==> config.mk <==
export PLATFORM = sky130hd
export DESIGN_NAME = rvc_fetch_sequencer
export DESIGN_NICKNAME = d
export VERILOG_FILES = /design/src/rtl/rvc_fetch_sequencer_pkg.sv /design/src/rtl/rvc_fetch_sequencer_parcel_fifo.sv /design/src/rtl/rvc_fetch_sequencer.sv
export SDC_FILE = /design/constraint.sdc
export NUM_CORES = 1
export LEC_CHECK = 0
export BUFFER_PORTS_ARGS = -buffer_cell sky130_fd_sc_hd__buf_2
export CORE_MARGIN = 2
export CORE_UTILIZATION = 50
export DETAILED_ROUTE_END_ITERATION = 12
export PLACE_DENSITY = 0.72
export SYNTH_ARGS = -nofsm -noshare
export SYNTH_HDL_FRONTEND = slang
export SYNTH_SLANG_ARGS = --single-unit
==> constraint.sdc <==
create_clock -name i_clk -period 3.26 [get_ports i_clk]
set_input_delay 0.163 -clock i_clk [delete_from_list [all_inputs] [get_ports i_clk]]
set_output_delay 0.163 -clock i_clk [all_outputs]
set_load 0.05 [all_outputs]
==> src/rtl/rvc_fetch_sequencer_pkg.sv <==
// Shared IF-stage types: the 16-bit parcel, the default parcel-queue depth and the
// compressed-parcel test, which the decompressor uses as well.
package rvc_fetch_sequencer_pkg;

   typedef logic [15:0] parcel_t;

   localparam int unsigned QUEUE_PARCELS_DEF = 8;

   function automatic logic is_compressed(input parcel_t p);
      return p[1:0] != 2'b11;
   endfunction

endpackage

==> src/rtl/rvc_fetch_sequencer_parcel_fifo.sv <==
// Circular parcel buffer with 0/1/2-parcel push and pop per cycle, a synchronous
// clear, and the two head entries exposed for instruction assembly.
module rvc_fetch_sequencer_parcel_fifo
   import rvc_fetch_sequencer_pkg::*;
#(
   parameter int unsigned DEPTH = QUEUE_PARCELS_DEF
) (
   input  logic                       clk_i,
   input  logic                       rst_i,
   input  logic                       clr_i,
   input  logic [1:0]                 push_n_i,
   input  parcel_t                    push0_i,
   input  parcel_t                    push1_i,
   input  logic [1:0]                 pop_n_i,
   output parcel_t                    head0_o,
   output parcel_t                    head1_o,
   output logic [$clog2(DEPTH):0]     count_o
);
   localparam int unsigned AW = $clog2(DEPTH);
   localparam int unsigned CW = AW + 1;

   logic [AW-1:0] rd_q, rd_d, wr_q, wr_d;
   logic [CW-1:0] cnt_q, cnt_d;
   parcel_t       mem_q [DEPTH];

   always_comb begin
      rd_d  = rd_q + AW'(pop_n_i);
      wr_d  = wr_q + AW'(push_n_i);
      cnt_d = cnt_q + CW'(push_n_i) - CW'(pop_n_i);
      if (clr_i) begin
         rd_d  = '0;
         wr_d  = '0;
         cnt_d = '0;
      end
   end

   always_ff @(posedge clk_i or posedge rst_i) begin
      if (rst_i) begin
         rd_q  <= '0;
         wr_q  <= '0;
         cnt_q <= '0;
      end else begin
         rd_q  <= rd_d;
         wr_q  <= wr_d;
         cnt_q <= cnt_d;
      end
   end

   // Storage carries no reset; the pointers alone decide what is live.
   always_ff @(posedge clk_i) begin
      if (push_n_i != 2'd0) mem_q[wr_q] <= push0_i;
      if (push_n_i == 2'd2) mem_q[wr_q + AW'(1)] <= push1_i;
   end

   assign head0_o = mem_q[rd_q];
   assign head1_o = mem_q[rd_q + AW'(1)];
   assign count_o = cnt_q;

endmodule

==> src/rtl/rvc_fetch_sequencer.sv <==
// IF-stage fetch sequencer: word reads into a parcel queue, one whole instruction per
// handshake. Compressed (RVC) support is compiled in when FROST_RVC_EN is defined.
module rvc_fetch_sequencer
   import rvc_fetch_sequencer_pkg::*;
#(
   parameter int unsigned     XLEN          = 32,
   parameter logic [XLEN-1:0] RESET_PC      = '0,
   parameter int unsigned     QUEUE_PARCELS = QUEUE_PARCELS_DEF
) (
   input  logic            i_clk,
   input  logic            i_rst,
   output logic            o_imem_req,
   output logic [XLEN-1:0] o_imem_addr,
   input  logic [31:0]     i_imem_rdata,
   input  logic            i_redirect,
   input  logic [XLEN-1:0] i_redirect_pc,
   output logic            o_instr_valid,
   input  logic            i_instr_ready,
   output logic [31:0]     o_instr,
   output logic [XLEN-1:0] o_instr_pc,
   output logic            o_is_compressed
);
   localparam int unsigned CW = $clog2(QUEUE_PARCELS) + 1;

   logic            running_q;
   logic            pend_q, pend_d;
   logic [XLEN-1:0] faddr_q, faddr_d;
   logic [XLEN-1:0] pc_q, pc_d;
   logic            skip_lo;
   parcel_t         head0, head1, push0, push1;
   logic [CW-1:0]   count;
   logic [CW:0]     occ;
   logic [1:0]      push_n, pop_n;
   logic            head_c, q_valid, resp, hs;
   logic            unused_pc_bits;

   assign unused_pc_bits = ^i_redirect_pc[1:0];

`ifdef FROST_RVC_EN
   logic skip_q, skip_d;

   always_comb begin
      skip_d = skip_q;
      if (i_redirect)  skip_d = i_redirect_pc[1];
      else if (resp)   skip_d = 1'b0;
   end

   always_ff @(posedge i_clk or posedge i_rst) begin
      if (i_rst) skip_q <= RESET_PC[1];
      else       skip_q <= skip_d;
   end

   assign skip_lo = skip_q;
   assign head_c  = is_compressed(head0);
`else
   assign skip_lo = 1'b0;
   assign head_c  = 1'b0;
`endif

   // A pending response still needs two parcel slots, so it counts against free space.
   assign occ        = (CW+1)'(count) + (CW+1)'({pend_q, 1'b0});
   assign o_imem_req = running_q & ~i_redirect & (occ <= (CW+1)'(QUEUE_PARCELS - 4));

   assign q_valid         = head_c ? (count >= CW'(1)) : (count >= CW'(2));
   assign o_instr_valid   = q_valid & ~i_redirect;
   assign o_is_compressed = q_valid & head_c;
   assign hs              = o_instr_valid & i_instr_ready;

   always_comb begin
      o_instr = '0;
      if (q_valid) o_instr = head_c ? {16'h0000, head0} : {head1, head0};
   end

   assign resp   = pend_q & ~i_redirect;
   assign push_n = resp ? (skip_lo ? 2'd1 : 2'd2) : 2'd0;
   assign push0  = skip_lo ? i_imem_rdata[31:16] : i_imem_rdata[15:0];
   assign push1  = i_imem_rdata[31:16];
   assign pop_n  = hs ? (head_c ? 2'd1 : 2'd2) : 2'd0;

   always_comb begin
      pend_d  = o_imem_req;
      faddr_d = faddr_q;
      pc_d    = pc_q;
      if (i_redirect) begin
         faddr_d = {i_redirect_pc[XLEN-1:2], 2'b00};
`ifdef FROST_RVC_EN
         pc_d    = {i_redirect_pc[XLEN-1:1], 1'b0};
`else
         pc_d    = {i_redirect_pc[XLEN-1:2], 2'b00};
`endif
      end else begin
         if (o_imem_req) faddr_d = faddr_q + XLEN'(4);
         if (hs)         pc_d    = pc_q + (head_c ? XLEN'(2) : XLEN'(4));
      end
   end

   // running_q holds off the first request until the cycle after reset release.
   always_ff @(posedge i_clk or posedge i_rst) begin
      if (i_rst) begin
         running_q <= 1'b0;
         pend_q    <= 1'b0;
         faddr_q   <= {RESET_PC[XLEN-1:2], 2'b00};
         pc_q      <= RESET_PC;
      end else begin
         running_q <= 1'b1;
         pend_q    <= pend_d;
         faddr_q   <= faddr_d;
         pc_q      <= pc_d;
      end
   end

   assign o_imem_addr = faddr_q;
   assign o_instr_pc  = pc_q;

   rvc_fetch_sequencer_parcel_fifo #(
      .DEPTH (QUEUE_PARCELS)
   ) u_fifo (
      .clk_i    (i_clk),
      .rst_i    (i_rst),
      .clr_i    (i_redirect),
      .push_n_i (push_n),
      .push0_i  (push0),
      .push1_i  (push1),
      .pop_n_i  (pop_n),
      .head0_o  (head0),
      .head1_o  (head1),
      .count_o  (count)
   );

endmodule

==> flow_summary.json, run 1 <==
{
  "drv_cap": 0,
  "multi_input_area_mm2": 0.00385,
  "synth_flop_cell": "edfxtp_1",
  "critPathKind": "flip-flop to flip-flop",
  "cts_buffers": 17,
  "final_common_cell": "buf_2",
  "cp.arrival_ns": 3.02,
  "critPathRequiredTime_ns": 3.55,
  "ant_nets": 0,
  "timing.rr.end": "o_imem_addr[15]",
  "r2r_setup_slack_ns": 0.53,
  "setup_viol": 0,
  "syn_inst": 762,
  "slew_violations": 0,
  "seq_area_frac_synth_pct": 57.3,
  "wire_per_inst_um": 19.8,
  "status": "complete, no violations",
  "startpoint_type": "flip-flop",
  "yosysUniqueCellTypes": 54,
  "period_share_pct": 83.7,
  "grt_pass1_wl_mm": 36.2,
  "max_freq_ghz": 0.367,
  "maxSlewHeadroom_pct": 43.9,
  "cts_tree": "done",
  "finalHoldViolCount": 0,
  "tightestPinTransition_ns": 0.840,
  "num_rows": 50,
  "port_buffers": 159,
  "drt-total-wl_mm": 23.6,
  "fin_skew_ns": 0.0165,
  "register_area_mm2": 0.00557,
  "setup_tns_ns": 0,
  "dr.pass1.iters": 8,
  "synth.ff_latch_count": 197,
  "netlist_area_mm2": 0.00971,
  "syn_avg_cell_area_um2": 12.7,
  "drc_errors": 0,
  "powerDensity_mw_per_mm2": 646,
  "start_util_pct": 51.4,
  "die_area_mm2": 0.0206,
  "antenna_found_initial": 0,
  "min_path_cells": 3,
  "critPathCaptureType": "flip-flop",
  "vias": 6961,
  "core_mm2": 0.0189,
  "reg2reg_depth": 9,
  "insertion_delay_ns": 0.44,
  "hold_path.class": "input pin to flip-flop",
  "min-delay-start": "i_redirect_pc[21]",
  "num_io_pins": 167,
  "fillers": 1525,
  "postCtsResizedCells": 0,
  "timing.rr.start": "u_fifo.count_o[1]",
  "path_max_fanout": 18,
  "mostFrequentLayoutCells": "159 x buf_2, 128 x edfxtp_1, 68 x nand2_1, 68 x dfrtp_1, 66 x mux2_2",
  "layout_min_cycle_time_ns": 2.73,
  "cts.sinks": 197,
  "die_y_um": 143,
  "async_flop_share_pct": 35.0,
  "rsz0062_at_grt": "false",
  "yosysWarningCount": 0,
  "drive_above_1_share_pct": 34.9,
  "cts_hold_buf": 31,
  "post_cts_buffers": 0,
  "gp_congestion": 0.901,
  "vias_per_cell": 5.83,
  "grt_max_degree": 66,
  "path_clk_slew_ns": 0.08,
  "peakVddDrop_v": 0.000405,
  "min_to": "o_instr_pc[21]",
  "diodes": 0,
  "cts_root_buf": "clkbuf_16",
  "hpwl_mm": 15.4,
  "grt_pass1_vias": 6615,
  "clockBufferDepth": 2,
  "die_w_um": 143,
  "htreeDepth": 4,
  "area_growth_pct": 20.3,
  "track_usage_pct": 23.2,
  "synth_edf_count": 128,
  "drt_iter0_markers": 656,
  "power_leakage_nw": 4.41,
  "overflow": 0,
  "timing.hold.ws_ns": 0.0131,
  "nNetsFinal": 999
}
==> report_power, final <==
| part | internal [mW] | total (mW) | switching [mW] |
|---|---|---|---|
| clock | 1.06 | 2.16 | 1.10 |
| combinational | 0.688 | 2.36 | 1.67 |
| sequential | 2.82 | 3.03 | 0.208 |
| total | 4.57 | 7.55 | 2.98 |
==> cell type report <==
cell class	instances	share of cell area, %
Clock buffer	17	3.64
Clock inverter	15	1.68
Inverter	11	0.353
Multi-Input combinational cell	486	32.9
Sequential cell	197	47.7
Tap cell	260	2.78
Timing Repair Buffer	208	10.9
==> stage by stage <==
step / area (um^2) / cells / utilization, % / total power, mW / setup slack, ns
finish: 11700 / 1194 / 61.8 / 7.55 / 0.532
CTS: 11700 / 1194 / 61.8 / 7.59 / 0.526
floorplan: 9730 / 766 / - / 4.80 / 0.728
global placement: 10800 / 1131 / 56.9 / 5.39 / 0.597
global route: 11700 / 1194 / 61.8 / 7.84 / 0.303
detailed placement: 10800 / 1131 / 56.9 / 5.42 / 0.541
==> state kept, by name, indices dropped and copies added (netlist names) <==
| register | cells |
|---|---|
| o_imem_addr | 30 |
| o_instr_pc | 30 |
| pend_q | 1 |
| running_q | 1 |
| u_fifo.count_o | 3 |
| u_fifo.mem_q | 128 |
| u_fifo.rd_q | 2 |
| u_fifo.wr_q | 2 |
==> worst max-delay path by stage <==
| stage | start | endpoint | slack (ns) | depth (start not counted) |
|---|---|---|---|---|
| after floorplan | u_fifo.count_o[1] | o_imem_addr[27] | 0.73 | 9 |
| after global placement | pend_q | o_imem_addr[29] | 0.60 | 8 |
| after detailed placement | u_fifo.count_o[1] | o_imem_addr[15] | 0.54 | 9 |
| after CTS | u_fifo.count_o[1] | o_imem_req | 0.53 | 6 |
| after global routing | u_fifo.count_o[1] | o_imem_addr[18] | 0.30 | 9 |
| final | u_fifo.count_o[1] | o_imem_addr[15] | 0.53 | 9 |
==> layer usage <==
layer	part of all wire, %	global-route usage (%)	vias to the layer above
li1	-	-	3164
met1	42	32.7	3434
met2	48	35.9	314
met3	7.0	5.00	49
met4	2.7	8.10	0
met5	0	0	-
==> synthesized netlist by cell type, types with 3 or more instances <==
master	n	area, um^2
edfxtp_1	128	3840
dfrtp_1	69	1730
nand2_1	68	255
mux2_2	66	743
clkbuf_1	56	210
and2_1	35	219
nor2_1	33	124
o21ai_0	33	165
mux4_2	32	721
nand3_1	31	155
nand4_1	23	144
xor2_1	15	131
xnor2_1	14	123
o211ai_1	13	97.6
a31oi_1	9	56.3
and3_1	9	56.3
buf_2	9	45.0
nor3_1	9	45.0
o21ai_1	9	45.0
o311ai_0	9	78.8
ha_1	8	100
inv_1	8	30.0
nor4_1	7	43.8
or3_1	6	37.5
buf_4	5	37.5
a21oi_1	4	20.0
nand2b_1	4	25.0
nor2b_1	4	25.0
o311ai_1	4	35.0
or4_1	4	30.0
inv_2	3	11.3
==> worst max-delay path, cell delays in order, from the launching register on <==
cell      delay [ns]
dfrtp_1         0.41
ha_1            0.20
ha_1            0.28
a22o_1          0.20
or3_1           0.40
inv_2           0.31
nor2_1          0.20
buf_4           0.26
o21ai_0         0.16
o311ai_0        0.16
==> kinds of logic (layout without fill, tap and decap cells) <==
logic type | count (synthesis) | in the layout | share of synthesized area (%)
and+or+nand+nor | 249 | 249 | 13.7
DFF | 197 | 197 | 57.3
muxes | 100 | 100 | 15.3
AOI/OAI and AO/OA | 92 | 92 | 6.07
buffers and inverters | 83 | 251 | 3.52
xor gates and xnor gates | 29 | 29 | 2.62
adders and majority gates | 10 | 10 | 1.44
other | 2 | 6 | 0.0773
Note: power is estimated with default switching activity, not from simulation.
==> inputs of run 2 (changes only) <==
- PLACE_DENSITY: 0.72 -> 0.75
- clock period: 3.26 -> 2.5 ns (I/O delays scaled with it)
==> run 2 against run 1 <==
Sequential share of layout area is 1.3 points lower. Count of clock-buffer cells in the layout stayed put. Non-clock buffer count is 35 higher. Flip-flop and latch count stayed put. Worst setup slack worse by 0.43 ns. Clock skew is 0.0027 ns lower. Core utilization is 1.7 points higher. Total power is 32% higher. Hold slack better by 0.0052 ns. Fmax is 14% higher. Clock power is 30% higher.
==> flow_summary.json, run 2 (same netlist as run 1, synthesis figures left out) <==
{
  "overflow": 0,
  "insertion_delay_ns": 0.44,
  "track_usage_pct": 23.9,
  "crit_end": "o_imem_addr[17]",
  "crit_start": "pend_q",
  "cts_tree": "done",
  "timing.hold.ws_ns": 0.0183,
  "peakVddDrop_v": 0.000608,
  "layout_min_cycle_time_ns": 2.40,
  "finalNonFillerCells": 1229,
  "diodes": 0,
  "fin_skew_ns": 0.0138,
  "period_share_pct": 95.9,
  "antenna_found_initial": 0,
  "hpwl_mm": 16.0,
  "area_growth_pct": 23.6,
  "drv_cap": 0,
  "startpoint_type": "flip-flop",
  "nNetsFinal": 1034,
  "fillers": 1450,
  "powerDensity_mw_per_mm2": 829,
  "critPathKind": "flip-flop to flip-flop",
  "drive_above_1_share_pct": 35.9,
  "reg2reg_depth": 7,
  "place_inst": 1147,
  "drc_errors": 0,
  "regMostFlops": "u_fifo.mem_q",
  "fin_util_pct": 63.5,
  "mostFrequentLayoutCells": "158 x buf_2, 128 x edfxtp_1, 68 x nand2_1, 68 x dfrtp_1, 66 x mux2_2",
  "cts_buffers": 17,
  "max_freq_ghz": 0.417,
  "dp_slack_ns": -0.147,
  "placed_cell_area_mm2": 0.0108,
  "setup_viol": 0,
  "power_leakage_nw": 4.58,
  "drt_iter0_markers": 611,
  "path_clk_slew_ns": 0.09,
  "clockBufferDepth": 2,
  "cts.sinks": 197,
  "largest_register_ffs": 128,
  "r2r_setup_slack_ns": 0.10,
  "slew_violations": 0,
  "path_max_fanout": 28,
  "status": "complete, no violations",
  "rsz0062_at_grt": "false",
  "fin_ws_ns": 0.104,
  "dr.pass1.iters": 6,
  "p_total_mw": 9.95,
  "vias": 7083,
  "grt_pass1_wl_mm": 37.1,
  "drt-total-wl_mm": 24.2,
  "core_mm2": 0.0189,
  "setup_tns_ns": 0,
  "final_common_cell": "buf_2",
  "grt_pass1_vias": 6895,
  "tightestPinTransition_ns": 0.928,
  "die_y_um": 143,
  "critPathRequiredTime_ns": 2.81,
  "grt_max_degree": 62,
  "num_io_pins": 167,
  "die_w_um": 143,
  "timing.rr.start": "pend_q",
  "cts_root_buf": "clkbuf_16",
  "gp_congestion": 0.873,
  "start_util_pct": 51.4,
  "vias_per_cell": 5.76,
  "wire_per_inst_um": 19.7,
  "critPathCaptureType": "flip-flop",
  "finalHoldViolCount": 0,
  "ant_nets": 0,
  "die_area_mm2": 0.0206,
  "port_buffers": 159,
  "postLayoutCellArea_mm2": 0.0120,
  "hold_path.class": "input pin to flip-flop",
  "num_rows": 50,
  "htreeDepth": 4,
  "timing.rr.end": "o_imem_addr[17]",
  "cp.arrival_ns": 2.71,
  "maxSlewHeadroom_pct": 38.1
}
## run 2: changes by cell type in the layout (fill, tap and decap cells not counted), sizes merged
cell	before	now
inv	18	17
clkinvlp	1	0
clkinv	7	9
dlygate4sd3	31	46
buf	177	197
## run 2: routing by layer
layer | share of wire, % | track usage, % | vias up
met3 | 7.5 | 4.63 | 55
met4 | 3.4 | 10.6 | 0
li1 | - | - | 3228
met2 | 49 | 38.1 | 375
met1 | 40 | 32.0 | 3425
met5 | 0 | 0 | -
## run 2: what timing repair did
action                     in CTS  in global routing
gates resized for setup         4                  7
setup buffers                   0                  4
hold endpoints to repair      145                  0
pin swaps                       0                  0
setup endpoints to repair      19                  3
hold buffers                   46                  0
## run 2: report_power, final
| group | internal, mW | switching [mW] |
|---|---|---|
| Clock | 1.38 | 1.43 |
| Sequential | 3.68 | 0.249 |
| Combinational | 0.962 | 2.25 |
| Total | 6.02 | 3.93 |
## run 2: layout make-up
| type | instances | area, um^2 | area share [%] |
|---|---|---|---|
| clock buffers | 17 | 425 | 3.54 |
| clock inverters | 15 | 200 | 1.67 |
| inverters | 11 | 46.3 | 0.386 |
| multi-input cells | 486 | 3860 | 32.2 |
| flip-flops and latches | 197 | 5570 | 46.4 |
| well taps | 260 | 325 | 2.71 |
| repair buffers | 243 | 1570 | 13.1 |
## run 2: how the worst min path moves through the flow
stage	cells past startpoint	end	slack [ns]	start
6_report	2	u_fifo.mem_q[7][4]	0.02	i_imem_rdata[20]
5_1_grt	2	u_fifo.mem_q[7][6]	0.01	i_imem_rdata[22]
2_1_floorplan	2	o_instr_pc[31]	0.25	i_redirect_pc[31]
3_3_place_gp	2	o_instr_pc[31]	0.25	i_rst
4_1_cts	2	u_fifo.mem_q[7][6]	0.006	i_imem_rdata[22]
3_5_place_dp	2	o_instr_pc[31]	0.26	i_rst
## run 2: worst max-delay path, cell delays in order, from the launching register on
cell	delay [ns]
dfrtp_1	0.38
ha_1	0.21
ha_1	0.27
a22o_1	0.20
or3_4	0.40
buf_4	0.25
o311ai_0	0.44
nand3_1	0.12
